==> config.mk <==
export PLATFORM = sky130hd
export DESIGN_NAME = len_counter_bank_flat
export DESIGN_NICKNAME = d
export VERILOG_FILES = /design/src/rtl/lc_pkg.sv /design/src/rtl/len_counter_bank_if.sv /design/src/rtl/len_counter_ch.sv /design/src/rtl/len_counter_bank.sv /design/src/flat_wrapper.sv
export SDC_FILE = /design/constraint.sdc
export NUM_CORES = 1
export LEC_CHECK = 0
export ABC_AREA = 1
export CORE_MARGIN = 10
export CORE_UTILIZATION = 60
export CTS_BUF_LIST = sky130_fd_sc_hd__clkbuf_8
export CTS_CLUSTER_DIAMETER = 150
export DETAILED_ROUTE_END_ITERATION = 8
export HOLD_SLACK_MARGIN = 0.06
export PLACE_DENSITY = 0.87
export SLEW_MARGIN = 10
export SYNTH_ARGS = -nofsm -noshare
export SYNTH_HDL_FRONTEND = slang
export SYNTH_SLANG_ARGS = --single-unit
==> constraint.sdc <==
create_clock -name clk -period 4.3 [get_ports clk]
set_clock_uncertainty 0.15 [all_clocks]
set_input_delay 1.29 -clock clk [delete_from_list [all_inputs] [get_ports clk]]
set_output_delay 1.29 -clock clk [all_outputs]
set_load 0.01 [all_outputs]
==> src/rtl/lc_pkg.sv <==
// rtl/lc_pkg.sv - shared constants for the sound-core length counters
// Purpose: clock/length-rate constants and default counter widths.
// Ports: none (package).
package lc_pkg;

  localparam int GB_CLK_HZ        = 4194304;
  localparam int LEN_HZ           = 256;
  localparam int LEN_W_SQ         = 6;
  localparam int LEN_W_WAVE       = 8;
  localparam int TICK_DIV_DEFAULT = GB_CLK_HZ / LEN_HZ;

endpackage

==> src/rtl/len_counter_bank_if.sv <==
// rtl/len_counter_bank_if.sv - register/strobe bundle of the length-counter bank
// Purpose: groups per-channel load/trigger/enable controls and status outputs.
// Ports (signals):
//   len_load    NUM_CH*LEN_W  per-channel load value, channel i at [i*LEN_W +: LEN_W]
//   load_we     NUM_CH        1-cycle load strobes
//   trigger     NUM_CH        1-cycle restart strobes
//   len_enable  NUM_CH        length decrement enables (level)
//   dac_off     NUM_CH        DAC-off levels, force channel inactive
//   chan_enable NUM_CH        registered channel-active flags
//   len_tick    1             registered length-tick pulse
interface len_counter_bank_if
  import lc_pkg::*;
#(
  parameter int NUM_CH = 4,
  parameter int LEN_W  = LEN_W_SQ
);

  logic [NUM_CH*LEN_W-1:0] len_load;
  logic [NUM_CH-1:0]       load_we;
  logic [NUM_CH-1:0]       trigger;
  logic [NUM_CH-1:0]       len_enable;
  logic [NUM_CH-1:0]       dac_off;
  logic [NUM_CH-1:0]       chan_enable;
  logic                    len_tick;

  modport master (
    output len_load, load_we, trigger, len_enable, dac_off,
    input  chan_enable, len_tick
  );

  modport slave (
    input  len_load, load_we, trigger, len_enable, dac_off,
    output chan_enable, len_tick
  );

endinterface

==> src/rtl/len_counter_ch.sv <==
// rtl/len_counter_ch.sv - one channel's length counter and active flag
// Purpose: counter load/decrement/trigger-reload with optional
//          frame-sequencer phase quirks.
// Ports:
//   clk, rst_n   clock, async active-low reset
//   tick         prescaler terminal count (counters clock this cycle)
//   half         1 when the last sequencer step clocked length
//   len_load     load value; counter becomes 2^LEN_W - len_load
//   load_we      load strobe
//   trigger      channel restart strobe
//   len_enable   length decrement enable
//   dac_off      forces chan_enable low
//   chan_enable  registered channel-active flag
module len_counter_ch
  import lc_pkg::*;
#(
  parameter int LEN_W  = LEN_W_SQ,
  parameter int QUIRKS = 1
) (
  input  logic             clk,
  input  logic             rst_n,
  input  logic             tick,
  input  logic             half,
  input  logic [LEN_W-1:0] len_load,
  input  logic             load_we,
  input  logic             trigger,
  input  logic             len_enable,
  input  logic             dac_off,
  output logic             chan_enable
);

  localparam int CW = LEN_W + 1;
  localparam logic [CW-1:0] FULL = CW'(1) << LEN_W;
  localparam logic QK = (QUIRKS != 0);

  logic [CW-1:0] count, count_nx;
  logic          ce_nx;
  logic          en_q;
  logic          extra_clk;
  logic          clocked;
  logic          hit_zero;

  always_comb begin
    count_nx = count;
    ce_nx    = chan_enable;
    hit_zero = 1'b0;
    // Enabling length during the half of the frame whose step already
    // clocked length makes the counter see that clock late.
    extra_clk = QK && len_enable && !en_q && half;
    clocked   = (tick && len_enable) || extra_clk;

    if (load_we) begin
      count_nx = FULL - {1'b0, len_load};
    end else if (clocked && (count != '0)) begin
      count_nx = count - CW'(1);
      hit_zero = (count == CW'(1));
    end

    // Reload tests the post-decrement value so a trigger racing expiry
    // still restarts; loaded values are never zero so load wins.
    if (trigger && (count_nx == '0)) begin
      count_nx = (QK && len_enable && half) ? FULL - CW'(1) : FULL;
    end

    if (trigger) begin
      ce_nx = 1'b1;
    end else if (hit_zero) begin
      ce_nx = 1'b0;
    end
    if (dac_off) begin
      ce_nx = 1'b0;
    end
  end

  always_ff @(posedge clk or negedge rst_n) begin
    if (!rst_n) begin
      count       <= '0;
      chan_enable <= 1'b0;
      en_q        <= 1'b0;
    end else begin
      count       <= count_nx;
      chan_enable <= ce_nx;
      en_q        <= len_enable;
    end
  end

endmodule

==> src/rtl/len_counter_bank.sv <==
// rtl/len_counter_bank.sv - shared 256 Hz prescaler driving NUM_CH length counters
// Purpose: prescaler generates tick/half; one len_counter_ch per channel.
// Ports:
//   clk, rst_n  clock, async active-low reset
//   bus         len_counter_bank_if.slave (controls in, chan_enable/len_tick out)
module len_counter_bank
  import lc_pkg::*;
#(
  parameter int NUM_CH   = 4,
  parameter int LEN_W    = LEN_W_SQ,
  parameter int TICK_DIV = TICK_DIV_DEFAULT,
  parameter int QUIRKS   = 1
) (
  input logic               clk,
  input logic               rst_n,
  len_counter_bank_if.slave bus
);

  localparam int PRE_W = $clog2(TICK_DIV);

  logic [PRE_W-1:0]  pre;
  logic              tick;
  logic              half;
  logic              tick_q;
  logic [NUM_CH-1:0] chan_en;

  assign tick = (pre == PRE_W'(TICK_DIV - 1));
  // First half of the period follows the step that clocked length.
  assign half = (pre < PRE_W'(TICK_DIV / 2));

  always_ff @(posedge clk or negedge rst_n) begin
    if (!rst_n) begin
      pre    <= '0;
      tick_q <= 1'b0;
    end else begin
      pre    <= tick ? '0 : pre + PRE_W'(1);
      tick_q <= tick;
    end
  end

  for (genvar g = 0; g < NUM_CH; g++) begin : g_ch
    len_counter_ch #(
      .LEN_W  (LEN_W),
      .QUIRKS (QUIRKS)
    ) u_ch (
      .clk         (clk),
      .rst_n       (rst_n),
      .tick        (tick),
      .half        (half),
      .len_load    (bus.len_load[g*LEN_W +: LEN_W]),
      .load_we     (bus.load_we[g]),
      .trigger     (bus.trigger[g]),
      .len_enable  (bus.len_enable[g]),
      .dac_off     (bus.dac_off[g]),
      .chan_enable (chan_en[g])
    );
  end

  assign bus.chan_enable = chan_en;
  assign bus.len_tick    = tick_q;

endmodule

==> src/flat_wrapper.sv <==
// flat-port wrapper written by rule: the top's interface ports become plain ports
module len_counter_bank_flat import lc_pkg::*;
#(
  parameter int NUM_CH   = 4,
  parameter int LEN_W    = LEN_W_SQ,
  parameter int TICK_DIV = TICK_DIV_DEFAULT,
  parameter int QUIRKS   = 1
)
  (clk, rst_n, bus_len_load, bus_load_we, bus_trigger, bus_len_enable, bus_dac_off, bus_chan_enable, bus_len_tick);
  len_counter_bank_if #(.NUM_CH(NUM_CH), .LEN_W(LEN_W)) bus_i ();
  input logic clk;
  input logic rst_n;
  input wire logic [$bits(bus_i.len_load)-1:0] bus_len_load;
  input wire logic [$bits(bus_i.load_we)-1:0] bus_load_we;
  input wire logic [$bits(bus_i.trigger)-1:0] bus_trigger;
  input wire logic [$bits(bus_i.len_enable)-1:0] bus_len_enable;
  input wire logic [$bits(bus_i.dac_off)-1:0] bus_dac_off;
  output wire logic [$bits(bus_i.chan_enable)-1:0] bus_chan_enable;
  output wire logic [$bits(bus_i.len_tick)-1:0] bus_len_tick;
  assign bus_i.len_load = bus_len_load;
  assign bus_i.load_we = bus_load_we;
  assign bus_i.trigger = bus_trigger;
  assign bus_i.len_enable = bus_len_enable;
  assign bus_i.dac_off = bus_dac_off;
  assign bus_chan_enable = bus_i.chan_enable;
  assign bus_len_tick = bus_i.len_tick;
  len_counter_bank #(.NUM_CH(NUM_CH), .LEN_W(LEN_W), .TICK_DIV(TICK_DIV), .QUIRKS(QUIRKS)) u_core (.clk(clk), .rst_n(rst_n), .bus(bus_i));
endmodule
==> metrics.md <==
| Metric | Value |
|---|---|
| Layout Cell Area excl Fill | `approximately 4300 um2` |
| Remaining antenna violation count after routing | `0` |
| Kind of critical path | `input pin to flop` |
| Cell row count | `28` |
| Total net switching power | `around 0.37 mW` |
| Via density | `about 5.3` |
| Hold_ws | `0.324 ns` |
| Post-CTS Resized | `0` |
| Register area | `around 1300 um2` |
| Critical path startpoint category | `input pin` |
| Setup TNS Final | `0 ns` |
| Max Clk Rate | `roughly 0.34 GHz` |
| Syn nets | `612` |
| DP Wirelength | `about 6700 um` |
| Hold Fails Final Rpt | `0` |
| DR pass1 iterations | `5` |
| Power density over cell area | `about 280 nW/um2` |
| WP data arrival | `~3.0 ns` |
| Number of synthesized flops with an enable pin | `0` |
| Antenna violations before repair | `0` |
| Min Tclk post-route | `2.94 ns` |
| Fin crit share | `0.683` |
| Area of the mapped netlist | `3670 um2` |
| I/O pin count | `between 40 and 50` |
| Int Pwr | `about 0.8 mW` |
| Mean Syn Cell Area | `approximately 6.6 um2` |
| Main area contributors after synthesis | `dfrtp_1 35%, nand2_1 16%, inv_1 10%` |
| Largest net degree at the start of global routing | `52` |
| Post-Route WL | `between 8000 and 9000 um` |
| Final-layout fill cell count | `476` |
| Die ar. | `between 9000 and 10,000 um2` |
| CTS tree | `built` |
| DR iter-0 viols | `181` |
| IO Port Bufs | `46` |
| Setup-failing EPs final | `0` |
| Clock transition at path regs | `0.09 ns` |
| R2R Setup Slk | `~2.0 ns` |
| GRT overflow | `0` |
| Core footprint | `5920 um2` |
| Die H | `98.3 um` |
| WL/cell | `between 10 and 15 um` |
| Asr flop ratio synth | `1.00` |
| Vias | `around 3,600` |
| Synth Instances | `~560` |
| Initial core utilization | `0.621` |
| Worst path required time | `approximately 4.4 ns` |
| Post-synth top area share | `0.347` |
| RSZ-0062 raised after global routing | `no` |
| GPL Wtd Cong | `between 0.8 and 0.9` |
| Synth warn | `0` |
| Overall Global Routing Usage | `0.178` |
| Hold Crit Class | `flop to flop` |
| # Post-CTS Setup Buffers | `0` |
| Clock Path Buffers | `2` |
| Fin nets | `658` |
| Number of global-route vias before repair | `between 3,000 and 4,000` |
| Crit end category | `flop` |
| #FFs+latches synth | `51` |
| Synth-to-Final Area Change | `17.5%` |
| Root Driver | `clkbuf_8` |
| Remaining DRCs | `0` |
| H-tree depth | `2` |
| Max Transition Viols Final | `0` |
| Status | `finished clean` |
| Leak pwr | `2.36 nW` |
| TritonCTS Buffers | `5` |
| Sequential share of power | `0.457` |
| DP Area | `between 4000 and 5000 um2` |
| Inserted Diodes | `0` |
| Top cells by count, synth | `156 x nand2_1, 101 x inv_1, 71 x nand3_1` |
| Total of max-cap violations | `0` |
| Top cell type by total area after synthesis | `dfrtp_1` |
| Peak VDD IR | `0.000183 V` |
| Clock Power Share | `0.296` |
| Worst-Margin Slew | `around 0.35 ns` |
| First-pass GRT wire length | `between 15,000 and 20,000 um` |
| Critical path peak fanout | `9` |
| Worst slew margin | `0.763` |
| Switching Fraction | `0.308` |
| Power share of the combinational group | `0.247` |
| Primary FF master, synth | `dfrtp_1` |
| Clock Sinks | `between 50 and 60` |
| Synth cell types | `27` |
| Clock insertion delay at the later pin of the skew report | `0.31 ns` |
| Hold-fix buffers, CTS | `0` |
| Footprint of the multi-input gates | `around 2000 um2` |
| Die W | `slightly below 100 um` |
| Sequential fraction of the synthesis area | `0.347` |
| Most frequent cell after synthesis | `nand2_1` |
| Fraction of layout cells with a size suffix above 1 | `0.0613` |
-- stage by stage --
step / cells / worst slack [ns] / utilization / power [mW]
floorplan: 557 / 1.76 / - / 0.735
global placement: 670 / 1.11 / 0.706 / 0.824
CTS: 678 / 1.34 / 0.726 / 1.19
finish: 679 / 1.36 / 0.729 / 1.19
detailed placement: 670 / 1.03 / 0.706 / 0.840
global route: 679 / 1.18 / 0.729 / 1.26
-- kinds of logic after synthesis --
kind of cell,after synthesis,share of synthesized area
compound gates,39,0.0552
xor+xnor,14,0.0334
fa+ha+maj,13,0.0443
buf+inv,113,0.120
flops,51,0.347
simple gates,327,0.400
-- area by class of cell --
type	instances	area share
multi-input cells	393	0.454
flip-flops and latches	51	0.296
repair buffers	47	0.110
inverters	105	0.0913
well taps	75	0.0217
clock buffers	6	0.0191
clock inverters	2	0.00812
-- state kept, by name (all words and copies together), names as in the netlist --
| name | flops |
|---|---|
| u_core.g_ch.u_ch.count | 28 |
| u_core.pre | 14 |
| u_core.g_ch.u_ch.chan_enable | 4 |
| u_core.g_ch.u_ch.en_q | 4 |
| u_core.bus.len_tick | 1 |
-- power by group through the flow --
stage / clock (mW) / sequential [mW] / combinational, mW
global route: 0.376 / 0.547 / 0.338
global placement: 0 / 0.549 / 0.275
floorplan: 0 / 0.543 / 0.192
detailed placement: 0 / 0.551 / 0.289
CTS: 0.355 / 0.542 / 0.290
finish: 0.351 / 0.543 / 0.293
-- path summary, 6_finish.rpt --
check,startpoint,endpoint,depth (start not counted)
max reg2reg,u_core.pre[0]$_DFF_PN0_,u_core.g_ch[3].u_ch.count[5]$_DFF_PN0_,13
max,bus_len_enable[3],u_core.g_ch[3].u_ch.count[5]$_DFF_PN0_,11
min reg2reg,u_core.pre[0]$_DFF_PN0_,u_core.pre[0]$_DFF_PN0_,1
min in group asynchronous,rst_n,u_core.g_ch[0].u_ch.count[3]$_DFF_PN0_,1
max in group asynchronous,rst_n,u_core.pre[9]$_DFF_PN0_,2
min,u_core.pre[0]$_DFF_PN0_,u_core.pre[0]$_DFF_PN0_,1
-- per-layer routing --
metal / global-route usage / up-vias / wire, um
met5: 0 / - / 0
met4: 0.0684 / 0 / 140
met3: 0.0338 / 15 / 398
met2: 0.329 / 82 / 4420
met1: 0.195 / 1664 / 3550
li1: - / 1841 / -
-- cell usage in the layout (no fill, tap or decap) --
cell type / netlist / routed
inv_1: 101 / 101
nor2_2: 5 / 5
inv_2: 3 / 3
nand2_4: 1 / 1
a21oi_1: 19 / 19
o21ai_0: 12 / 12
xor2_1: 12 / 12
nand2_1: 156 / 156
nor2_4: 1 / 1
o21ai_1: 4 / 4
a21o_1: 1 / 1
nand3b_1: 1 / 1
clkdlybuf4s50_1: 0 / 45
a31oi_1: 2 / 2
nor2_1: 52 / 52
dfrtp_1: 51 / 51
nand3_2: 7 / 7
nand4_1: 10 / 10
buf_2: 0 / 1
nand2_2: 9 / 9
bufinv_16: 0 / 1
nand3_1: 71 / 71
ha_1: 13 / 13
nor2_8: 1 / 1
o31ai_1: 1 / 1
clkbuf_8: 0 / 6
clkinv_2: 0 / 1
nor3_1: 13 / 13
clkinv_1: 1 / 1
buf_12: 0 / 1
xnor2_1: 2 / 2
-- worst max-delay path, stage by stage --
cell and delay [ns]:
clkdlybuf4s50_1 0.61, nand3_1 0.13, nand2_2 0.20, nand3_1 0.09
nand2_1 0.07, nor2_1 0.05, nor2_1 0.14, nand3_1 0.11
nor2_2 0.15, nand2_2 0.11, nand2_1 0.09
No activity file was read; power rests on OpenSTA's default activity.
